===== config.mk =====
export PLATFORM = sky130hd
export DESIGN_NAME = link_state_rx
export DESIGN_NICKNAME = d
export VERILOG_FILES = /design/src/rtl/link_pkg.sv /design/src/rtl/link_sync.sv /design/src/rtl/link_state_rx.sv
export SDC_FILE = /design/constraint.sdc
export NUM_CORES = 1
export LEC_CHECK = 0
export CORE_AREA = 4 4 41 43
export DETAILED_ROUTE_END_ITERATION = 10
export DIE_AREA = 0 0 45 47
export PLACE_DENSITY = 0.54
export SKIP_CTS_REPAIR_TIMING = 1
export SYNTH_ARGS = -nofsm -noshare
export SYNTH_HDL_FRONTEND = slang
export SYNTH_SLANG_ARGS = --single-unit

===== constraint.sdc =====
create_clock -name clk -period 1.6 [get_ports clk]
set_input_delay 0.24 -clock clk [delete_from_list [all_inputs] [get_ports clk]]
set_output_delay 0.24 -clock clk [all_outputs]
set_load 0.005 [all_outputs]

===== src/rtl/link_pkg.sv =====
// Shared types and line levels for the one-wire state link.
package link_pkg;
  typedef enum logic [2:0] {IDLE, START, DATA, STOP, RECOVER} rx_state_t;
  localparam logic LINK_IDLE_LVL  = 1'b1;
  localparam logic LINK_START_LVL = 1'b0;
  localparam int   MAX_DATA_W     = 8;
endpackage


===== src/rtl/link_sync.sv =====
// Two-flop synchronizer; flops reset to 1 so an idle (pulled-up) line never
// looks like a start bit coming out of reset.
module link_sync #(
  parameter int W = 1
) (
  input  logic         clk,
  input  logic         rst_n,
  input  logic [W-1:0] i_d,
  output logic [W-1:0] o_q
);
  logic [W-1:0] r_q1, r_q2;

  always_ff @(posedge clk or negedge rst_n) begin
    if (!rst_n) begin
      r_q1 <= '1;
      r_q2 <= '1;
    end else begin
      r_q1 <= i_d;
      r_q2 <= r_q1;
    end
  end

  assign o_q = r_q2;
endmodule


===== src/rtl/link_state_rx.sv =====
// One-wire state link receiver: start bit, DATA_W bits LSB first, high stop.
// Define LINK_RX_SYNC_EN to sample the line through a 2-flop synchronizer.
module link_state_rx
  import link_pkg::*;
#(
  parameter int DATA_W       = 1,
  parameter int CLKS_PER_BIT = 1
) (
  input  logic              clk,
  input  logic              Locked_n,
  input  logic              rx_en,
  input  logic              data_link,
  output logic [DATA_W-1:0] partner_state,
  output logic              state_valid,
  output logic              state_changed,
  output logic              frame_err,
  output logic              busy
);
  localparam int HALF = CLKS_PER_BIT / 2;
  localparam int TW   = $clog2(CLKS_PER_BIT + 1);
  localparam int BW   = $clog2(DATA_W + 1);
  localparam logic [TW-1:0] TICK_LAST = TW'(CLKS_PER_BIT - 1);
  localparam logic [TW-1:0] HALF_LAST = TW'((HALF == 0) ? 0 : HALF - 1);
  localparam logic [BW-1:0] BIT_LAST  = BW'(DATA_W - 1);

  logic w_s;

`ifdef LINK_RX_SYNC_EN
  link_sync #(.W(1)) u_sync (
    .clk  (clk),
    .rst_n(Locked_n),
    .i_d  (data_link),
    .o_q  (w_s)
  );
`else
  assign w_s = data_link;
`endif

  rx_state_t         r_state, w_state;
  logic [TW-1:0]     r_tick, w_tick;
  logic [BW-1:0]     r_bit, w_bit;
  logic [DATA_W-1:0] r_shift, w_shift;
  logic [DATA_W-1:0] r_ps, w_ps;
  logic              r_valid, w_valid;
  logic              r_chg, w_chg;
  logic              r_err, w_err;
  logic              r_busy;

  always_comb begin
    w_state = r_state;
    w_tick  = r_tick;
    w_bit   = r_bit;
    w_shift = r_shift;
    w_ps    = r_ps;
    w_valid = 1'b0;
    w_chg   = 1'b0;
    w_err   = 1'b0;
    case (r_state)
      IDLE: begin
        // With HALF = 0 the start bit is already confirmed by this sample.
        if (rx_en && w_s == LINK_START_LVL) begin
          w_tick  = '0;
          w_bit   = '0;
          w_state = (HALF == 0) ? DATA : START;
        end
      end
      START: begin
        if (r_tick == HALF_LAST) begin
          w_tick  = '0;
          w_state = (w_s == LINK_START_LVL) ? DATA : IDLE;
        end else begin
          w_tick = r_tick + TW'(1);
        end
      end
      DATA: begin
        if (r_tick == TICK_LAST) begin
          w_tick  = '0;
          w_shift = (r_shift >> 1) | (DATA_W'(w_s) << (DATA_W - 1));
          if (r_bit == BIT_LAST) begin
            w_bit   = '0;
            w_state = STOP;
          end else begin
            w_bit = r_bit + BW'(1);
          end
        end else begin
          w_tick = r_tick + TW'(1);
        end
      end
      STOP: begin
        if (r_tick == TICK_LAST) begin
          w_tick = '0;
          if (w_s == LINK_IDLE_LVL) begin
            w_ps    = r_shift;
            w_valid = 1'b1;
            w_chg   = (r_shift != r_ps);
            w_state = IDLE;
          end else begin
            w_err   = 1'b1;
            w_state = RECOVER;
          end
        end else begin
          w_tick = r_tick + TW'(1);
        end
      end
      RECOVER: begin
        if (w_s == LINK_IDLE_LVL) w_state = IDLE;
      end
      default: w_state = IDLE;
    endcase
    // Losing the enable abandons any frame in flight silently.
    if (r_state != IDLE && !rx_en) begin
      w_state = IDLE;
      w_tick  = '0;
      w_bit   = '0;
      w_ps    = r_ps;
      w_valid = 1'b0;
      w_chg   = 1'b0;
      w_err   = 1'b0;
    end
  end

  always_ff @(posedge clk or negedge Locked_n) begin
    if (!Locked_n) begin
      r_state <= IDLE;
      r_tick  <= '0;
      r_bit   <= '0;
      r_shift <= '0;
      r_ps    <= '0;
      r_valid <= 1'b0;
      r_chg   <= 1'b0;
      r_err   <= 1'b0;
      r_busy  <= 1'b0;
    end else begin
      r_state <= w_state;
      r_tick  <= w_tick;
      r_bit   <= w_bit;
      r_shift <= w_shift;
      r_ps    <= w_ps;
      r_valid <= w_valid;
      r_chg   <= w_chg;
      r_err   <= w_err;
      r_busy  <= (w_state != IDLE);
    end
  end

  assign partner_state = r_ps;
  assign state_valid   = r_valid;
  assign state_changed = r_chg;
  assign frame_err     = r_err;
  assign busy          = r_busy;
endmodule


After elaboration in Yosys (flattened, before gate mapping)
Index checks and enable logic that the tools add are counted.
- logic and storage cells: 64
- register bits: 11
- output and inout bits: 5
- input bits: 4
- bitwise operators: 3
- multiplexer cells: 30
- reduce and logical (&&, ||, !) cells: 13
- add/subtract/negate cells: 2
- equal/unequal tests: 7
- operators by type and width (operator ; count):
    3-bit 2-to-1 mux ; 8
    1-bit 2-to-1 mux ; 18
    3-bit case mux with 5 select lines ; 1
    3-bit nonzero test ; 4
    3-bit by 2-bit == test with 1-bit output, second input constant ; 2
    3-bit inequality test, second input constant ; 2
    1-bit case mux with 2 select lines ; 2
    2-bit AND reduction ; 2
    4-bit AND reduction ; 1
    3-bit by 1-bit == test with 1-bit output, second input constant ; 1
    3-bit == test, second input constant ; 1
    3-bit zero test ; 1
    1-bit NOT ; 3
    3-bit AND reduction ; 1
    3-bit OR reduction ; 1
    1-bit adder, second input constant ; 2
    1-bit logical AND ; 2
    2-bit 2-to-1 mux ; 1
    1-bit zero test ; 1
    1-bit inequality test ; 1

Longest topological paths before layout
Gate-level depths: netlist of the first run.
- depth in word-level cells: 6
- mapped depth: 3
- depth with buffers taken out: 3

Worst setup path after synthesis of the first run
OpenSTA, ideal clock, no wires.
- path type: reg2reg
- start point: register r_state[2]
- end point: register r_ps, in the netlist partner_state
- arrival time: 1200 ps
- path buffers: 0
- path slack: 275 ps
- setup time: 125 ps
- required time: 1475 ps
- cell stages (with the launch flop): 4
- period minus slack after synthesis: 1325 ps
- cell sequence: dfrtp_1 nand2b_4 or3_4 mux2_4
- cells in the longest elaborated chain, start to end: 4
- elaborated cells on any way between the ends: 5
- those cells by class: eq/ne (1); bitwise (1); reduce/logical (3)
- ends and longest elaborated chain (what ; line ; source):
    start: declaration ; link_state_rx.sv:39 ; rx_state_t r_state, w_state;
    start signal: assignment ; link_state_rx.sv:134 ; r_state <= w_state;
    3-bit nonzero test ; link_state_rx.sv:111 ; if (r_state != IDLE && !rx_en) begin
    1-bit logical AND ; link_state_rx.sv:111 ;
    1-bit NOT (no source line) ; - ;
    4-bit AND reduction (no source line) (*) ; - ;
    end signal: assignment ; link_state_rx.sv:138 ; r_ps <= w_ps;
    end: declaration ; link_state_rx.sv:43 ; logic [DATA_W-1:0] r_ps, w_ps;
Mark *: on every way between the ends. The rest lies on a longest branch, timed or not.
A chain may end at the register's enable or synchronous reset.

Worst setup path after layout of the first run
- start point: register r_ps, in the netlist partner_state
- end point: output partner_state
- RTL lines (what ; line ; source):
    end: declaration ; link_state_rx.sv:13 ; output logic [DATA_W-1:0] partner_state,
No word-level cell between the ends.

==> metrics.txt, run 1 <==
WS Path Type=flip-flop to output port; metal2 WL=360 um; WL/cell=11.0 um; die height=47 um; Final ANT Viol Nets=0; Post-Syn Instances=28; Synth Register Bits=9; Chip Width=45 um; worst vdd ir=0.348 mV; final hold violation count=0; Fill cells=between 100 and 150; pin count of the biggest net entering global routing=10; distinct cell type count after synthesis=19; Ports=9; DRC viols=0; class of the worst hold path=primary input to asynchronous set/reset pin; period utilisation layout=86.3%; CP Launch Point=partner_state; Pwr Total=0.502 mW; Nets=50; Worst-Margin Slew=407 ps; Avg Cell Area, Syn=12.8 um2; CP endpoint kind=output port; vias in the first global route=roughly 280; CP max stage cell=clkdlybuf4s50_1; H-tree depth=1; PortBufs=8; synthesized cell area=about 360 um2; clock sinks=9; final hold slack=283 ps; Worst Path Required=1360 ps; Worst Path Buf+Inv=1; TritonRoute pass-1 iters=3; status=finished clean; Crit Reg-Reg Startpoint=r_state[2]; iteration-0 DRC count of the detailed router=1; sequential-to-total area share from yosys stat=62.7%; GP Congestion=between 0.8 and 0.9; pwr dens=962 nW/um2; met3 wire len=~56 um; Ys Warns=0; later-pin clock latency in the skew report=250 ps; antenna violations before repair=0; WL final=661 um; CTS tree=yes; die area=2120 um2; leading area contributor after synthesis=dfrtp_1; setup tns final=0 ps; Crit Path Max Fanout=3; Slew HR=a little over 70%; fin crit period=around 1400 ps; # rows=13; worst slack at placement=-41.0 ps; core area=1300 um2; number of cells on the critical path=1; placed cell area=495 um2; drt via density=about 4.4; via count=262; top layer in use=met3; Area contributors post-synth=dfrtp_1 63%, mux2_4 4.2%, nand2b_4 3.8%, or3_4 3.1%, a31o_2 2.4%; Worst EP arrival=1140 ps; Final Instance Area=522 um2; Post-DP HPWL=523 um; Yosys top cell area share=approximately 63%; grt total ovfl=0; CTS Root Buffer Type=clkbuf_4; clock transition at the registers of the reported paths=60 ps; min setup slack post-route=219 ps; Finish-stage setup viols=0; M1 wire length=244 um; crit-path max cell delay=510 ps; CTS Buf Count=3; GRT Total Usage=8.45%; max-cap violations=0; first-pass GRT wire length=1.16 mm; ratio of cells with drive above 1 in the final layout=a little over a quarter; RSZ-0062 raised after global routing=false; path depth of the worst reg2reg path=3; ANT cells=0; Slew Viols, Final=0; Initial Util=27.6%; clock tree buffer depth=2; crit start category=flip-flop; clock skew=1.67 ps; fmax=724 MHz; P&R area growth vs syn=45.3%; Reg2Reg Setup Slack=240 ps; crit path cell chain=clkdlybuf4s50_1; cell family with most CP delay=buffers and inverters; Pleak=~0.24 nW; R2R Path End=partner_state; syn_nets=32; crit path capture=partner_state
==> sequential cells by signal, indices dropped and copies added (netlist names) <==
register / count
state_valid: 1
r_state: 3
busy: 1
partner_state: 1
state_changed: 1
frame_err: 1
r_shift: 1
==> cells in the final DEF (no fill, tap or decap), drive strengths merged, types with 2 or more instances in the layout <==
master | Yosys | layout
buf | 0 | 5
clkdlybuf4s50 | 0 | 8
dfrtp | 9 | 9
nand2b | 2 | 2
clkbuf | 0 | 4
nor2 | 2 | 2
==> Yosys cell counts (all sizes together) <==
| master | count |
|---|---|
| o22ai | 1 |
| clkinv | 1 |
| inv | 1 |
| nand2 | 1 |
| mux2 | 1 |
| nor3b | 1 |
| xnor2 | 1 |
| o31ai | 1 |
| and3 | 1 |
| nand2b | 2 |
| nor2 | 2 |
| a31o | 1 |
| or2b | 1 |
| o21ai | 1 |
| nor3 | 1 |
| or3 | 1 |
| nor2b | 1 |
| dfrtp | 9 |
==> logic make-up after synthesis <==
| logic type | Yosys count | share of synthesized area, % |
|---|---|---|
| compound gates | 4 | 7.67 |
| xor+xnor | 1 | 2.44 |
| buf+inv | 2 | 2.09 |
| flops | 9 | 62.7 |
| mux | 1 | 4.18 |
| simple gates | 11 | 20.9 |
==> layout make-up <==
type	instances	area (um2)	share of cell area (%)
Clock buffer	4	26.3	5.04
Inverter	2	7.51	1.44
Multi-Input combinational cell	17	126	24.2
Sequential cell	9	225	43.2
Tap cell	15	18.8	3.60
Timing Repair Buffer	13	118	22.5
==> per-layer routing <==
metal  GRT usage (%)  up-vias
met5               0        -
met2            13.6        7
li1                -      128
met3            4.60        0
met4            7.02        0
met1            7.94      127
==> through the flow <==
step	instances	utilization, %
after detailed placement	56	38.1
after global routing	60	40.1
after floorplan	28	-
final	60	40.1
after global placement	56	38.1
after CTS	60	40.1
==> how the worst min path moves through the flow <==
stage / slack [ps] / end / cells past startpoint
global route: 300 / state_valid / 1
detailed placement: 530 / r_shift / 1
global placement: 510 / r_shift / 1
CTS: 290 / partner_state / 1
finish: 280 / state_valid / 1
floorplan: -60 / busy / 0
==> report_power, final <==
part / switching (mW) / internal [mW] / leakage [nW]
registers: 0.0131 / 0.244 / 0.120
clock network: 0.0724 / 0.0957 / 0.0150
logic: 0.0263 / 0.0497 / 0.110
Power figures use the tool's default switching activity.
==> run 2: changes to the inputs <==
CAP_MARGIN = 20   (was default)
==> results of run 2 <==
No change in the layout: final DEF, timing and power equal those of run 1.
==> run 3: changes to the inputs <==
GPL_ROUTABILITY_DRIVEN = 0   (was default)
PLACE_DENSITY = 0.56   (was 0.54)
clock period = 1.1 ns   (was 1.6 ns; I/O delays follow)
==> metrics.txt, run 3 (synthesis gave the netlist of run 1 again) <==
Worst-Margin Slew=393 ps (-13.6 ps); PortBufs=8 (unchanged); max reg flops=3 (unchanged); die height=47 um (unchanged); most flop-heavy register=r_state; ANT cells=0 (unchanged); grt total ovfl=0 (unchanged); Reg2Reg Setup Slack=-200 ps (-440 ps); antenna violations before repair=0 (unchanged); failing checks=negative setup slack; WL final=808 um (+22%); drt via density=4.43 (+1.5%); Slew HR=73.7% (+0.91 points); Final ANT Viol Nets=0 (unchanged); Worst Path Required=1240 ps (-120 ps); # rows=13 (unchanged); ratio of cells with drive above 1 in the final layout=42.3% (+16 points); pwr dens=1270 nW/um2 (+32%); setup tns final=-611 ps (-611 ps); clock skew=0.199 ps (-1.47 ps); min setup slack post-route=-204 ps (-423 ps); Initial Util=27.6% (unchanged); worst vdd ir=0.541 mV (+56%); fin crit period=1300 ps; CTS Root Buffer Type=clkbuf_4; DRC viols=0 (unchanged); die area=2120 um2 (unchanged); Crit Path Max Fanout=3 (unchanged); period utilisation layout=119%; via count=297 (+13%); WS Path Type=primary input to flip-flop; final hold violation count=0 (unchanged); TritonRoute pass-1 iters=3 (unchanged); first-pass GRT wire length=1.28 mm (+11%); switching share of total power=23.7% (+1.4 points); pin count of the biggest net entering global routing=10 (unchanged); core area=1300 um2 (unchanged); Post-DP HPWL=605 um (+16%); CTS Buf Count=3 (unchanged); P&R area growth vs syn=70.4%; fin util=47.0% (+6.9 points); status=finished with violations; fmax=767 MHz; H-tree depth=1 (unchanged); iteration-0 DRC count of the detailed router=3 (+2); GRT Total Usage=9.36% (+0.91 points); Placed Cells incl. Taps=60 (+7.1%); crit start category=primary input; WL/cell=12.1 um (+9.5%); Pleak=0.374 nW (+53%); CP endpoint kind=flip-flop; RSZ-0062 raised after global routing=true; class of the worst hold path=primary input to asynchronous set/reset pin; Net Switching=0.184 mW (+64%); Ports=9 (unchanged); Chip Width=45 um (unchanged); clock tree buffer depth=2 (unchanged); clock power share=32.7% (-0.8 points); vias in the first global route=301 (+7.1%); Flop pwr share=47.7% (-3.6 points); final non-filler cell total=67 (+12%); Worst EP arrival=1450 ps (+310 ps); Slew Viols, Final=0 (unchanged); CTS tree=yes; clock transition at the registers of the reported paths=60 ps (about the same); Int Pwr=0.593 mW (+52%); path depth of the worst reg2reg path=3 (unchanged); Finish-stage setup viols=5 (+5); clock sinks=9 (unchanged); max-cap violations=0 (unchanged); later-pin clock latency in the skew report=260 ps (about the same); Pwr Total=0.776 mW (+55%); combinational share of power=19.6% (+4.5 points); commonest cells after routing, fill and taps aside=9 x dfrtp_1, 9 x buf_4, 5 x dlymetal6s2s_1; Nets=57 (+14%)
==> run 3: power by group through the flow <==
stage               Sequential (mW)  Clock (mW)  Combinational (mW)
finish                        0.370       0.254               0.153
detailed placement            0.376           0               0.139
floorplan                     0.379           0              0.0500
CTS                           0.370       0.270               0.139
global placement              0.375           0               0.133
global route                  0.372       0.280               0.168
==> run 3: worst paths after layout <==
path / start / to
worst max-delay path: rx_en / partner_state
worst min-delay path: Locked_n / state_changed
worst max register to register: r_state[2] / partner_state
worst min register to register: r_shift / r_shift
max in group asynchronous: Locked_n / r_state[2]
min in group clk: r_shift / r_shift
==> run 3: critical path, stage by stage <==
cell	delay (ps)
clkdlybuf4s50_1	540
nand2b_4	70
or3_4	370
mux2_4	300
==> run 3: layout make-up <==
class | count | area, um2
fillers | 120 | 689
flip-flops and latches | 9 | 225
repair buffers | 20 | 194
multi-input cells | 17 | 140
clock buffers | 4 | 26.3
well taps | 15 | 18.8
inverters | 2 | 7.51
==> run 3: metrics by stage <==
| step | area [um2] | hold slack, ps | worst slack, ps |
|---|---|---|---|
| after global routing | 612 | 228 | -232 |
| after floorplan | 359 | -131 | -225 |
| after detailed placement | 526 | 486 | -486 |
| after CTS | 552 | 200 | -206 |
| after global placement | 526 | 480 | -452 |
| final | 612 | 196 | -204 |
==> run 3: routing by layer <==
layer	wire length [um]	GRT usage [%]
met1	294	8.25
met2	453	15.8
met3	55	3.07
met4	5	10.5
met5	0	0
